<file path="config.mk">
export PLATFORM = sky130hd
export DESIGN_NAME = decode_stage_pipe
export DESIGN_NICKNAME = d
export VERILOG_FILES = /design/src/rtl/decode_stage_pipe_pkg.sv /design/src/rtl/decode_stage_pipe_fields.sv /design/src/rtl/decode_stage_pipe.sv
export SDC_FILE = /design/constraint.sdc
export NUM_CORES = 1
export LEC_CHECK = 0
export ABC_AREA = 1
export BUFFER_PORTS_ARGS = -buffer_cell sky130_fd_sc_hd__buf_2
export CORE_UTILIZATION = 46
export CTS_CLUSTER_DIAMETER = 100
export DETAILED_ROUTE_END_ITERATION = 7
export PLACE_DENSITY = 0.8
export SLEW_MARGIN = 30
export SYNTH_ARGS = -nofsm -noshare
export SYNTH_HDL_FRONTEND = slang
export SYNTH_SLANG_ARGS = --single-unit
</file>
<file path="constraint.sdc">
create_clock -name clk -period 16.08 [get_ports clk]
set_clock_uncertainty 0.05 [all_clocks]
set_input_delay 1.608 -clock clk [delete_from_list [all_inputs] [get_ports clk]]
set_output_delay 1.608 -clock clk [all_outputs]
set_load 0.01 [all_outputs]
</file>
<file path="src/rtl/decode_stage_pipe_pkg.sv">
// decode_stage_pipe_pkg
//   Shared decode definitions for the buffered MIPS-I decode stage.
//   Holds field widths, the opcode constants the decoder keys on, the
//   instruction class codes, the per-entry field record, and two helpers:
//   opcode classification and the legal R-type function list.
package decode_stage_pipe_pkg;

  localparam int INSTR_W = 32;
  localparam int OPC_W   = 6;
  localparam int REG_W   = 5;
  localparam int FUNC_W  = 6;
  localparam int IMM_W   = 16;
  localparam int JT_W    = 26;
  localparam int CLS_W   = 3;

  localparam logic [OPC_W-1:0] OP_RTYPE  = 6'h00;
  localparam logic [OPC_W-1:0] OP_REGIMM = 6'h01;
  localparam logic [OPC_W-1:0] OP_J      = 6'h02;
  localparam logic [OPC_W-1:0] OP_JAL    = 6'h03;
  localparam logic [OPC_W-1:0] OP_BR_LO  = 6'h04;
  localparam logic [OPC_W-1:0] OP_BR_HI  = 6'h07;
  localparam logic [OPC_W-1:0] OP_ALUI_LO = 6'h08;
  localparam logic [OPC_W-1:0] OP_ANDI   = 6'h0C;
  localparam logic [OPC_W-1:0] OP_ORI    = 6'h0D;
  localparam logic [OPC_W-1:0] OP_XORI   = 6'h0E;
  localparam logic [OPC_W-1:0] OP_LUI    = 6'h0F;
  localparam logic [OPC_W-1:0] OP_LD_LO  = 6'h20;
  localparam logic [OPC_W-1:0] OP_LD_HI  = 6'h25;
  localparam logic [OPC_W-1:0] OP_ST_LO  = 6'h28;
  localparam logic [OPC_W-1:0] OP_ST_HI  = 6'h2B;

  typedef enum logic [CLS_W-1:0] {
    CLS_R      = 3'd0,
    CLS_ALUI   = 3'd1,
    CLS_LOAD   = 3'd2,
    CLS_STORE  = 3'd3,
    CLS_BRANCH = 3'd4,
    CLS_JUMP   = 3'd5,
    CLS_OTHER  = 3'd7
  } cls_e;

  // One decoded entry minus the XLEN/PC_W-wide parts, which depend on
  // module parameters and are stored alongside.
  typedef struct packed {
    logic [OPC_W-1:0]  opcode;
    logic [REG_W-1:0]  rs;
    logic [REG_W-1:0]  rt;
    logic [REG_W-1:0]  rd;
    logic [REG_W-1:0]  shamt;
    logic [FUNC_W-1:0] func;
    logic [JT_W-1:0]   jt;
    cls_e              cls;
  } fields_t;

  function automatic cls_e classify(input logic [OPC_W-1:0] op);
    cls_e c;
    if (op == OP_RTYPE)                              c = CLS_R;
    else if (op >= OP_ALUI_LO && op <= OP_LUI)       c = CLS_ALUI;
    else if (op >= OP_LD_LO && op <= OP_LD_HI)       c = CLS_LOAD;
    else if (op >= OP_ST_LO && op <= OP_ST_HI)       c = CLS_STORE;
    else if (op == OP_REGIMM ||
             (op >= OP_BR_LO && op <= OP_BR_HI))     c = CLS_BRANCH;
    else if (op == OP_J || op == OP_JAL)             c = CLS_JUMP;
    else                                             c = CLS_OTHER;
    return c;
  endfunction

  // SLL, SRL, SRA, SLLV, SRLV, SRAV, JR, JALR, ADD..NOR, SLT, SLTU.
  function automatic logic func_legal(input logic [FUNC_W-1:0] f);
    logic ok;
    case (f)
      6'h00, 6'h02, 6'h03, 6'h04, 6'h06, 6'h07,
      6'h08, 6'h09, 6'h20, 6'h21, 6'h22, 6'h23,
      6'h24, 6'h25, 6'h26, 6'h27, 6'h2A, 6'h2B: ok = 1'b1;
      default:                                  ok = 1'b0;
    endcase
    return ok;
  endfunction

endpackage

</file>
<file path="src/rtl/decode_stage_pipe_fields.sv">
// decode_stage_pipe_fields
//   Combinational instruction splitter used at the push side of the
//   decode buffer: field extraction, immediate extension to XLEN and
//   classification.
//   Ports:
//     instr    in   32    instruction word
//     fields   out        opcode/rs/rt/rd/shamt/func/jump target/class
//     imm_ext  out  XLEN  extended immediate
//     illegal  out  1     only with DECODE_ILLEGAL_EN: class OTHER, or
//                         R-type with an unrecognised function code
//   Macro: DECODE_ILLEGAL_EN
module decode_stage_pipe_fields
  import decode_stage_pipe_pkg::*;
#(
  parameter int XLEN = 32
) (
  input  logic [INSTR_W-1:0] instr,
  output fields_t            fields,
`ifdef DECODE_ILLEGAL_EN
  output logic               illegal,
`endif
  output logic [XLEN-1:0]    imm_ext
);

  function automatic logic [XLEN-1:0] zext16(input logic [IMM_W-1:0] v);
    return XLEN'(v);
  endfunction

  function automatic logic [XLEN-1:0] sext16(input logic [IMM_W-1:0] v);
    logic signed [IMM_W-1:0] s;
    s = $signed(v);
    return XLEN'(s);
  endfunction

  // LUI places the immediate in the upper half of a 32-bit word; on wider
  // datapaths that word is sign-extended, so bit 15 of imm fills the top.
  function automatic logic [XLEN-1:0] lui_ext(input logic [IMM_W-1:0] v);
    logic signed [31:0] s;
    s = $signed({v, 16'h0000});
    return XLEN'(s);
  endfunction

  logic [IMM_W-1:0] imm;

  always_comb begin
    imm           = instr[15:0];
    fields.opcode = instr[31:26];
    fields.rs     = instr[25:21];
    fields.rt     = instr[20:16];
    fields.rd     = instr[15:11];
    fields.shamt  = instr[10:6];
    fields.func   = instr[5:0];
    fields.jt     = instr[25:0];
    fields.cls    = classify(instr[31:26]);

    case (instr[31:26])
      OP_ANDI, OP_ORI, OP_XORI: imm_ext = zext16(imm);
      OP_LUI:                   imm_ext = lui_ext(imm);
      default:                  imm_ext = sext16(imm);
    endcase
  end

`ifdef DECODE_ILLEGAL_EN
  always_comb begin
    illegal = (fields.cls == CLS_OTHER) ||
              ((fields.cls == CLS_R) && !func_legal(instr[5:0]));
  end
`endif

endmodule

</file>
<file path="src/rtl/decode_stage_pipe.sv">
// decode_stage_pipe
//   Handshaked decode stage between fetch and issue. Each accepted
//   instruction is decoded immediately and the decoded record is queued in
//   a DEPTH-entry circular buffer; the head entry drives the out_* bus.
//   Ports:
//     clk, rst          clock, asynchronous active-high reset
//     flush             synchronous discard of every buffered entry
//     in_valid/in_ready fetch handshake; in_ready = buffer not full
//     in_instr, in_pc   instruction word and its address
//     out_valid/out_ready issue handshake on the head entry
//     out_opcode, out_rs, out_rt, out_rd, out_shamt, out_func,
//     out_imm_ext, out_jump_target, out_class, out_pc   head entry fields
//     out_illegal, illegal_seen   only with DECODE_ILLEGAL_EN
//   Macro: DECODE_ILLEGAL_EN adds illegal-instruction flagging and a
//   sticky "an illegal entry was consumed" indicator.
module decode_stage_pipe
  import decode_stage_pipe_pkg::*;
#(
  parameter int XLEN  = 32,
  parameter int PC_W  = 32,
  parameter int DEPTH = 2
) (
  input  logic               clk,
  input  logic               rst,
  input  logic               flush,
  input  logic               in_valid,
  output logic               in_ready,
  input  logic [INSTR_W-1:0] in_instr,
  input  logic [PC_W-1:0]    in_pc,
  output logic               out_valid,
  input  logic               out_ready,
  output logic [OPC_W-1:0]   out_opcode,
  output logic [REG_W-1:0]   out_rs,
  output logic [REG_W-1:0]   out_rt,
  output logic [REG_W-1:0]   out_rd,
  output logic [REG_W-1:0]   out_shamt,
  output logic [FUNC_W-1:0]  out_func,
  output logic [XLEN-1:0]    out_imm_ext,
  output logic [JT_W-1:0]    out_jump_target,
  output logic [CLS_W-1:0]   out_class,
`ifdef DECODE_ILLEGAL_EN
  output logic               out_illegal,
  output logic               illegal_seen,
`endif
  output logic [PC_W-1:0]    out_pc
);

  localparam int PTR_W = (DEPTH > 1) ? $clog2(DEPTH) : 1;
  localparam int CNT_W = $clog2(DEPTH + 1);

  // Stage 0: decode at the buffer input
  fields_t          fields_p0;
  logic [XLEN-1:0]  imm_p0;
`ifdef DECODE_ILLEGAL_EN
  logic             ill_p0;
`endif

  decode_stage_pipe_fields #(.XLEN(XLEN)) u_fields (
    .instr   (in_instr),
    .fields  (fields_p0),
`ifdef DECODE_ILLEGAL_EN
    .illegal (ill_p0),
`endif
    .imm_ext (imm_p0)
  );

  // Stage 1: buffer storage, head drives the outputs
  fields_t          ent_p1 [DEPTH];
  logic [XLEN-1:0]  imm_p1 [DEPTH];
  logic [PC_W-1:0]  pc_p1  [DEPTH];
`ifdef DECODE_ILLEGAL_EN
  logic             ill_p1 [DEPTH];
`endif

  logic [PTR_W-1:0] wr_ptr;
  logic [PTR_W-1:0] rd_ptr;
  logic [CNT_W-1:0] count;
  logic             push;
  logic             pop;

  // in_ready depends only on registered occupancy, so a full buffer
  // refuses a push even when the head is being popped in the same cycle.
  assign in_ready  = (count != CNT_W'(DEPTH));
  assign out_valid = (count != '0);
  assign push      = in_valid && in_ready;
  assign pop       = out_valid && out_ready;

  always_ff @(posedge clk or posedge rst) begin
    if (rst) begin
      wr_ptr <= '0;
      rd_ptr <= '0;
      count  <= '0;
      for (int i = 0; i < DEPTH; i++) begin
        ent_p1[i] <= '0;
        imm_p1[i] <= '0;
        pc_p1[i]  <= '0;
`ifdef DECODE_ILLEGAL_EN
        ill_p1[i] <= 1'b0;
`endif
      end
    end else if (flush) begin
      // Storage is left untouched so the output bus keeps its last value.
      wr_ptr <= '0;
      rd_ptr <= '0;
      count  <= '0;
    end else begin
      if (push) begin
        ent_p1[wr_ptr] <= fields_p0;
        imm_p1[wr_ptr] <= imm_p0;
        pc_p1[wr_ptr]  <= in_pc;
`ifdef DECODE_ILLEGAL_EN
        ill_p1[wr_ptr] <= ill_p0;
`endif
        wr_ptr <= wr_ptr + PTR_W'(1);
      end
      if (pop) begin
        rd_ptr <= rd_ptr + PTR_W'(1);
      end
      case ({push, pop})
        2'b10:   count <= count + CNT_W'(1);
        2'b01:   count <= count - CNT_W'(1);
        default: count <= count;
      endcase
    end
  end

`ifdef DECODE_ILLEGAL_EN
  always_ff @(posedge clk or posedge rst) begin
    if (rst) begin
      illegal_seen <= 1'b0;
    end else if (flush) begin
      illegal_seen <= 1'b0;
    end else if (pop && ill_p1[rd_ptr]) begin
      illegal_seen <= 1'b1;
    end
  end

  assign out_illegal = ill_p1[rd_ptr];
`endif

  assign out_opcode      = ent_p1[rd_ptr].opcode;
  assign out_rs          = ent_p1[rd_ptr].rs;
  assign out_rt          = ent_p1[rd_ptr].rt;
  assign out_rd          = ent_p1[rd_ptr].rd;
  assign out_shamt       = ent_p1[rd_ptr].shamt;
  assign out_func        = ent_p1[rd_ptr].func;
  assign out_jump_target = ent_p1[rd_ptr].jt;
  assign out_class       = ent_p1[rd_ptr].cls;
  assign out_imm_ext     = imm_p1[rd_ptr];
  assign out_pc          = pc_p1[rd_ptr];

endmodule

</file>
==> results of run 1 <==
metrics by stage:
stage               hold WS, ns  util, %
global route              0.445     55.1
detailed placement        0.409     51.4
global placement          0.403     51.4
finish                    0.423     55.1
CTS                       0.425     55.0
floorplan                 0.392        -
worst max path at each step:
stage | slack [ns] | startpoint | endpoint | cells past startpoint
finish | 11.75 | rd_ptr$_DFFE_PP0P_ | out_jump_target[11] | 5
global route | 11.59 | rd_ptr$_DFFE_PP0P_ | out_jump_target[11] | 5
CTS | 11.69 | rd_ptr$_DFFE_PP0P_ | out_jump_target[11] | 5
detailed placement | 12.05 | flush | imm_p1[11]$_DFFE_PP0P_ | 8
global placement | 12.09 | flush | imm_p1[11]$_DFFE_PP0P_ | 8
floorplan | 8.91 | rst | count[0]$_DFFE_PP0P_ | 1
state kept, by name, summed over array words and instances, names as in the netlist:
name / flops
ent_p1: 70
rd_ptr: 1
imm_p1: 64
wr_ptr: 1
pc_p1: 64
count: 2
logic make-up (layout without fill, tap and decap cells):
| kind of cell | Yosys count | count (layout) | synth area share (%) |
|---|---|---|---|
| and+or+nand+nor | 604 | 604 | 24.7 |
| AOI/OAI and AO/OA | 194 | 194 | 11.2 |
| buffers and inverters | 184 | 329 | 10.0 |
| DFF | 202 | 202 | 54.1 |
critical path, stage by stage (launching register included):
cell     delay [ns]
dfrtp_4        0.64
inv_2          0.51
buf_4          0.58
nand2_1        0.10
nand2_1        0.16
buf_2          0.16
synth_stat cells, drive strengths merged:
library cell	n
nand3	5
buf	69
nor3	1
dfrtp	202
nor2	10
clkbuf	26
a21oi	1
nand4	6
o21ai	193
nand2	582
inv	89
metal layers:
metal | vias up | global-route usage [%] | part of all wire, %
met3 | 29 | 4.54 | 7.4
met1 | 3595 | 29.1 | 45
met2 | 248 | 34.6 | 46
met4 | 0 | 5.71 | 2.3
li1 | 3897 | - | -
met5 | - | 0 | 0
report_power, final:
part | switching (mW) | internal [mW] | total (mW) | leakage (nW)
logic | 0.228 | 0.144 | 0.371 | 3.17
clock network | 0.198 | 0.299 | 0.497 | 0.352
registers | 0.0658 | 0.632 | 0.697 | 2.52
total | 0.492 | 1.07 | 1.57 | 6.04
cell type report:
cell class / instances / area (sq um)
clock buffers: 34 / 666
clock inverters: 3 / 51.3
fillers: 1778 / 8840
inverters: 89 / 354
multi-input cells: 798 / 3360
flip-flops and latches: 202 / 5060
well taps: 265 / 332
repair buffers: 203 / 1050
==> metrics.md, run 1 <==
| Metric | Value |
|---|---|
| Vias in the first global route | `roughly 7.1k` |
| Startpoint Class | `register` |
| Post-CTS sizing | `0` |
| Fin cells | `1594` |
| Placer Congestion | `0.804` |
| Worst rel slew slack | `47.3%` |
| Core ar. | `19700 sq um` |
| Status | `complete, no violations` |
| Critical Path RT | `14.42 ns` |
| Fmax | `231 MHz` |
| Yosys top cell by area | `dfrtp_1` |
| Cells on worst reg2reg path | `8` |
| Synth area leaders | `dfrtp_1 (54%), nand2_1 (23%), o21ai_0 (5.0%), o21ai_1 (4.2%), inv_1 (3.4%)` |
| Setup bufs post-CTS | `0` |
| Sequential fraction of the synthesis area | `54.1%` |
| Synthesized cell area | `9350 sq um` |
| Share of cells above drive strength 1 | `20.2%` |
| Cell Area, Placed | `between 10000 and 15000 sq um` |
| Via density | `4.87` |
| Clock buffer depth | `3` |
| GRT overflow | `0` |
| Vias | `7769` |
| Root buffer selected by CTS | `clkbuf_16` |
| Post-Place Setup Slack | `about 12 ns` |
| Avg Inst Size Synth | `approximately 8 sq um` |
| Clock sinks | `202` |
| Initial core utilization | `47.4%` |
| HPWL Detailed | `13500 um` |
| Leading cell type in the layout, fill and taps excluded | `nand2_1` |
| Rows | `51` |
| Number of I/O port buffers | `195` |
| Reg-to-reg slack, setup | `13.27 ns` |
| Worst hold path depth | `2` |
| First-pass GRT wire length | `35400 um` |
| Final WL | `between 20000 and 25000 um` |
| Final hold vios | `0` |
| Final critical-path required period | `4.33 ns` |
| Die area | `20900 sq um` |
| Clock latency on the worst-skew pair | `0.50 ns` |
| Reg2reg start | `count[0]$_DFFE_PP0P_` |
| HP Start | `ent_p1[58]$_DFFE_PP0P_` |
| Power Total | `1.57 mW` |
| Library cells used by synthesis | `20` |
| Synthesis-stage register bit count | `~200` |
| Design area | `10900 sq um` |
| Period utilization | `26.9%` |
| Endpoints failing setup | `0` |
| Setup ws final | `11.75 ns` |
| H-tree depth | `1` |
| Initial antenna violation count | `0` |
| I/O pins | `196` |
| Setup TNS | `0 ns` |
| Worst VDD drop | `0.0000886 V` |
| CP Capture Type | `output port` |
| Static leakage | `6.04 nW` |
| Worst Path Class, Setup | `reg -> out` |
| CTS tree | `yes` |
| Fin nets | `1385` |
| Yosys warns | `0` |
| Total routing usage reported by global routing | `a little over a fifth` |
| CP arrival | `around 2.7 ns` |
| Pre-Repair DR Iteration Count | `5` |
| Hold-fix buffers, CTS | `0` |
| End of the worst hold path | `ent_p1[58]$_DFFE_PP0P_` |
| WL/cell | `13.8 um` |
| Syn Inst Count | `1184` |
| Largest net degree at the start of global routing | `142` |
| Initial DRC Count | `541` |
| Max Cap Viol | `0` |
| Unrepaired setup endpoints after global routing | `false` |
| Slew Limit Fails | `0` |
| Die Ht | `between 100 and 150 um` |
| Synth top area share | `54.1%` |
| DRT antenna net count | `0` |
| Crit-path max FO | `between 40 and 50` |
| Tightest Pin Transition | `between 0.7 and 0.8 ns` |
| Worst hold path type | `reg -> reg` |
| Placed insts | `1556` |
| Diodes inserted | `0` |
| Reg clk slew, reported paths | `roughly 0.060 ns` |
| FF-to-FF End | `imm_p1[15]$_DFFE_PP0P_` |
| Syn nets | `between 1k and 1.5k` |
| Synthesis-to-layout area growth | `16.3%` |
| TritonCTS Buffers | `22` |
| Die W | `145 um` |
| Commonest non-fill, non-tap cells in the layout | `nand2_1 (579), dfrtp_1 (201), buf_2 (195)` |
| # DRC | `0` |
| Power per cell area | `144 nW/um^2` |
Power figures use the tool's default switching activity.
==> run 2, diff against run 1 <==
--- a/config.mk
+++ b/config.mk
@@ -10,7 +10,7 @@
 export CORE_UTILIZATION = 46
 export CTS_CLUSTER_DIAMETER = 100
 export DETAILED_ROUTE_END_ITERATION = 7
-export PLACE_DENSITY = 0.8
+export PLACE_DENSITY = 0.83
 export SLEW_MARGIN = 30
 export SYNTH_ARGS = -nofsm -noshare
 export SYNTH_HDL_FRONTEND = slang
==> constraint.sdc (replaced) <==
create_clock -name clk -period 3.47 [get_ports clk]
set_clock_uncertainty 0.05 [all_clocks]
set_input_delay 0.347 -clock clk [delete_from_list [all_inputs] [get_ports clk]]
set_output_delay 0.347 -clock clk [all_outputs]
set_load 0.01 [all_outputs]
==> run 2 against run 1 <==
  * Cell count is 1.2% higher
  * Worst setup slack worse by 11 ns
  * Critical path depth decreased by 1
  * Combinational power grew to 4.6 times the previous value
  * Via count increased by 0.22%
  * Flip-flop and latch count stayed put
  * Global-route usage is 0.58 points higher
  * First-iteration DRC count rose by 9.4%
  * Hold slack lost 0.40 ns
  * Power rose to 4.8 times the previous value
  * Count of clock-buffer cells in the layout fell by 3
  * Clock power grew to 5.1 times the previous value
  * Largest cell class unchanged
==> metrics.md, run 2 (synthesized netlist as in run 1, its figures left out) <==
| Metric | Value |
|---|---|
| Status | `complete, no violations (unchanged)` |
| Vias in the first global route | `7277 (was 7112)` |
| Die area | `20900 sq um (unchanged)` |
| Worst Path Class, Setup | `reg -> out (unchanged)` |
| TritonCTS Buffers | `23 (was 22)` |
| Power Total | `7.50 mW (was 1.57 mW)` |
| Startpoint Class | `register (unchanged)` |
| Worst rel slew slack | `44.2% (was 47.3%)` |
| Crit-path max FO | `52 (was 45)` |
| Number of I/O port buffers | `195 (unchanged)` |
| Die Ht | `145 um (unchanged)` |
| CTS tree | `yes (unchanged)` |
| Power per cell area | `675 nW/um^2 (was 144 nW/um^2)` |
| Vias | `7786 (was 7769)` |
| Pre-Repair DR Iteration Count | `5 (unchanged)` |
| Clock sinks | `202 (unchanged)` |
| Final critical-path required period | `approximately 2.7 ns` |
| Synthesis-to-layout area growth | `18.8% (was 16.3%)` |
| Via density | `4.83 (was 4.87)` |
| HP Start | `in_instr[23] (was ent_p1[58]$_DFFE_PP0P_)` |
| Fin nets | `1399 (was 1385)` |
| Unrepaired setup endpoints after global routing | `false (unchanged)` |
| Period utilization | `between 70% and 80%` |
| Biggest register | `ent_p1 (unchanged)` |
| Initial antenna violation count | `1 (was 0)` |
| CP arrival | `2.28 ns (was 2.67 ns)` |
| Static leakage | `6.16 nW (was 6.04 nW)` |
| Final hold vios | `0 (unchanged)` |
| Regs by FF count | `ent_p1 (70), imm_p1 (64), pc_p1 (64) (unchanged)` |
| End of the worst hold path | `ent_p1[52]$_DFFE_PP0P_ (was ent_p1[58]$_DFFE_PP0P_)` |
| Clock buffer depth | `3 (unchanged)` |
| Fmax | `374 MHz` |
| Share of cells above drive strength 1 | `20.8% (was 20.2%)` |
| Setup bufs post-CTS | `0 (unchanged)` |
| Post-CTS sizing | `0 (unchanged)` |
| Rows | `51 (unchanged)` |
| Number of flip-flops in the largest register | `70 (unchanged)` |
| Reg clk slew, reported paths | `0.06 ns (about the same)` |
| Critical Path RT | `3.07 ns (was 14.42 ns)` |
| Die W | `145 um (unchanged)` |
| Tightest Pin Transition | `0.835 ns (was 0.790 ns)` |
| Final WL | `22700 um (was 22100 um)` |
| Reg2reg start | `count[0]$_DFFE_PP0P_ (unchanged)` |
| Clock latency on the worst-skew pair | `0.50 ns (about the same)` |
| HPWL Detailed | `14400 um (was 13500 um)` |
| Root buffer selected by CTS | `clkbuf_16 (unchanged)` |
| GRT overflow | `0 (unchanged)` |
| Initial core utilization | `47.4% (unchanged)` |
| WL/cell | `14.1 um (was 13.8 um)` |
| Commonest non-fill, non-tap cells in the layout | `nand2_1 (580), dfrtp_1 (201), buf_2 (195) (was nand2_1 (579), dfrtp_1 (201), buf_2 (195))` |
| DRT antenna net count | `0 (unchanged)` |
| Worst hold path depth | `3 (was 2)` |
| Endpoints failing setup | `0 (unchanged)` |
| Slew Limit Fails | `0 (unchanged)` |
| Largest net degree at the start of global routing | `101 (was 142)` |
| FF-to-FF End | `imm_p1[15]$_DFFE_PP0P_ (unchanged)` |
| Worst VDD drop | `0.000407 V (was 0.0000886 V)` |
| Placer Congestion | `0.850 (was 0.804)` |
| Core ar. | `19700 sq um (unchanged)` |
| Worst hold path type | `in -> reg (was reg -> reg)` |
| Setup TNS | `0 ns (unchanged)` |
| Initial DRC Count | `592 (was 541)` |
| # DRC | `0 (unchanged)` |
| H-tree depth | `1 (unchanged)` |
| Max Cap Viol | `0 (unchanged)` |
| Leading cell type in the layout, fill and taps excluded | `nand2_1 (unchanged)` |
| Hold-fix buffers, CTS | `9 (was 0)` |
| Cells on worst reg2reg path | `8 (unchanged)` |
| Reg-to-reg slack, setup | `1.42 ns (was 13.27 ns)` |
| First-pass GRT wire length | `36300 um (was 35400 um)` |
| I/O pins | `196 (unchanged)` |
| Total routing usage reported by global routing | `22.0% (was 21.4%)` |
| CP Capture Type | `output port (unchanged)` |
==> run 2: layout make-up <==
class                           instances  area (sq um)
Antenna cell                            1          2.50
Clock inverter                         11           136
Multi-Input combinational cell        798          3360
Timing Repair Buffer                  216          1210
Inverter                               89           345
Tap cell                              265           332
Clock buffer                           31           666
Fill cell                            1803          8610
Sequential cell                       202          5060
==> run 2: how the worst max path moves through the flow <==
stage                                  start                    to  slack, ns  depth (start not counted)
after global routing      rd_ptr$_DFFE_PP0P_             out_rd[4]       0.64                          4
after global placement    rd_ptr$_DFFE_PP0P_       out_imm_ext[19]       1.35                          5
final                     rd_ptr$_DFFE_PP0P_             out_rd[4]       0.80                          4
after floorplan                          rst  count[0]$_DFFE_PP0P_       0.46                          1
after CTS                 rd_ptr$_DFFE_PP0P_             out_rd[4]       0.78                          4
after detailed placement  rd_ptr$_DFFE_PP0P_             out_rd[4]       1.32                          4
==> run 2: worst max-delay path, cell delays in order, from the launching register on <==
cell and delay (ns):
dfrtp_4 0.81, buf_4 0.50, nand2_1 0.09, o21ai_0 0.16
buf_2 0.20
==> run 2: report_power, final <==
| group | leakage [nW] | switching [mW] | internal (mW) |
|---|---|---|---|
| registers | 2.52 | 0.327 | 2.93 |
| clock network | 0.399 | 0.960 | 1.57 |
| logic | 3.24 | 1.04 | 0.680 |
==> run 2: metrics by stage <==
| step | instances | cell area, sq um | utilization [%] | setup slack (ns) | hold WS, ns |
|---|---|---|---|---|---|
| 2_1_floorplan | 1184 | 9350 | - | 0.457 | 0.392 |
| 3_3_place_gp | 1561 | 10200 | 51.8 | 1.35 | 0.265 |
| 3_5_place_dp | 1561 | 10200 | 51.8 | 1.32 | 0.272 |
| 4_1_cts | 1612 | 11100 | 56.3 | 0.785 | 0.00200 |
| 5_1_grt | 1613 | 11100 | 56.3 | 0.643 | 0.0299 |
| 6_report | 1613 | 11100 | 56.3 | 0.798 | 0.0208 |
==> run 2: metal layers <==
| metal | routed length [um] | part of all wire, % | track usage, % |
|---|---|---|---|
| met4 | 465 | 2.1 | 5.65 |
| met2 | 10600 | 47 | 35.7 |
| met1 | 10300 | 46 | 30.4 |
| met3 | 1260 | 5.6 | 3.81 |
| met5 | 0 | 0 | 0 |
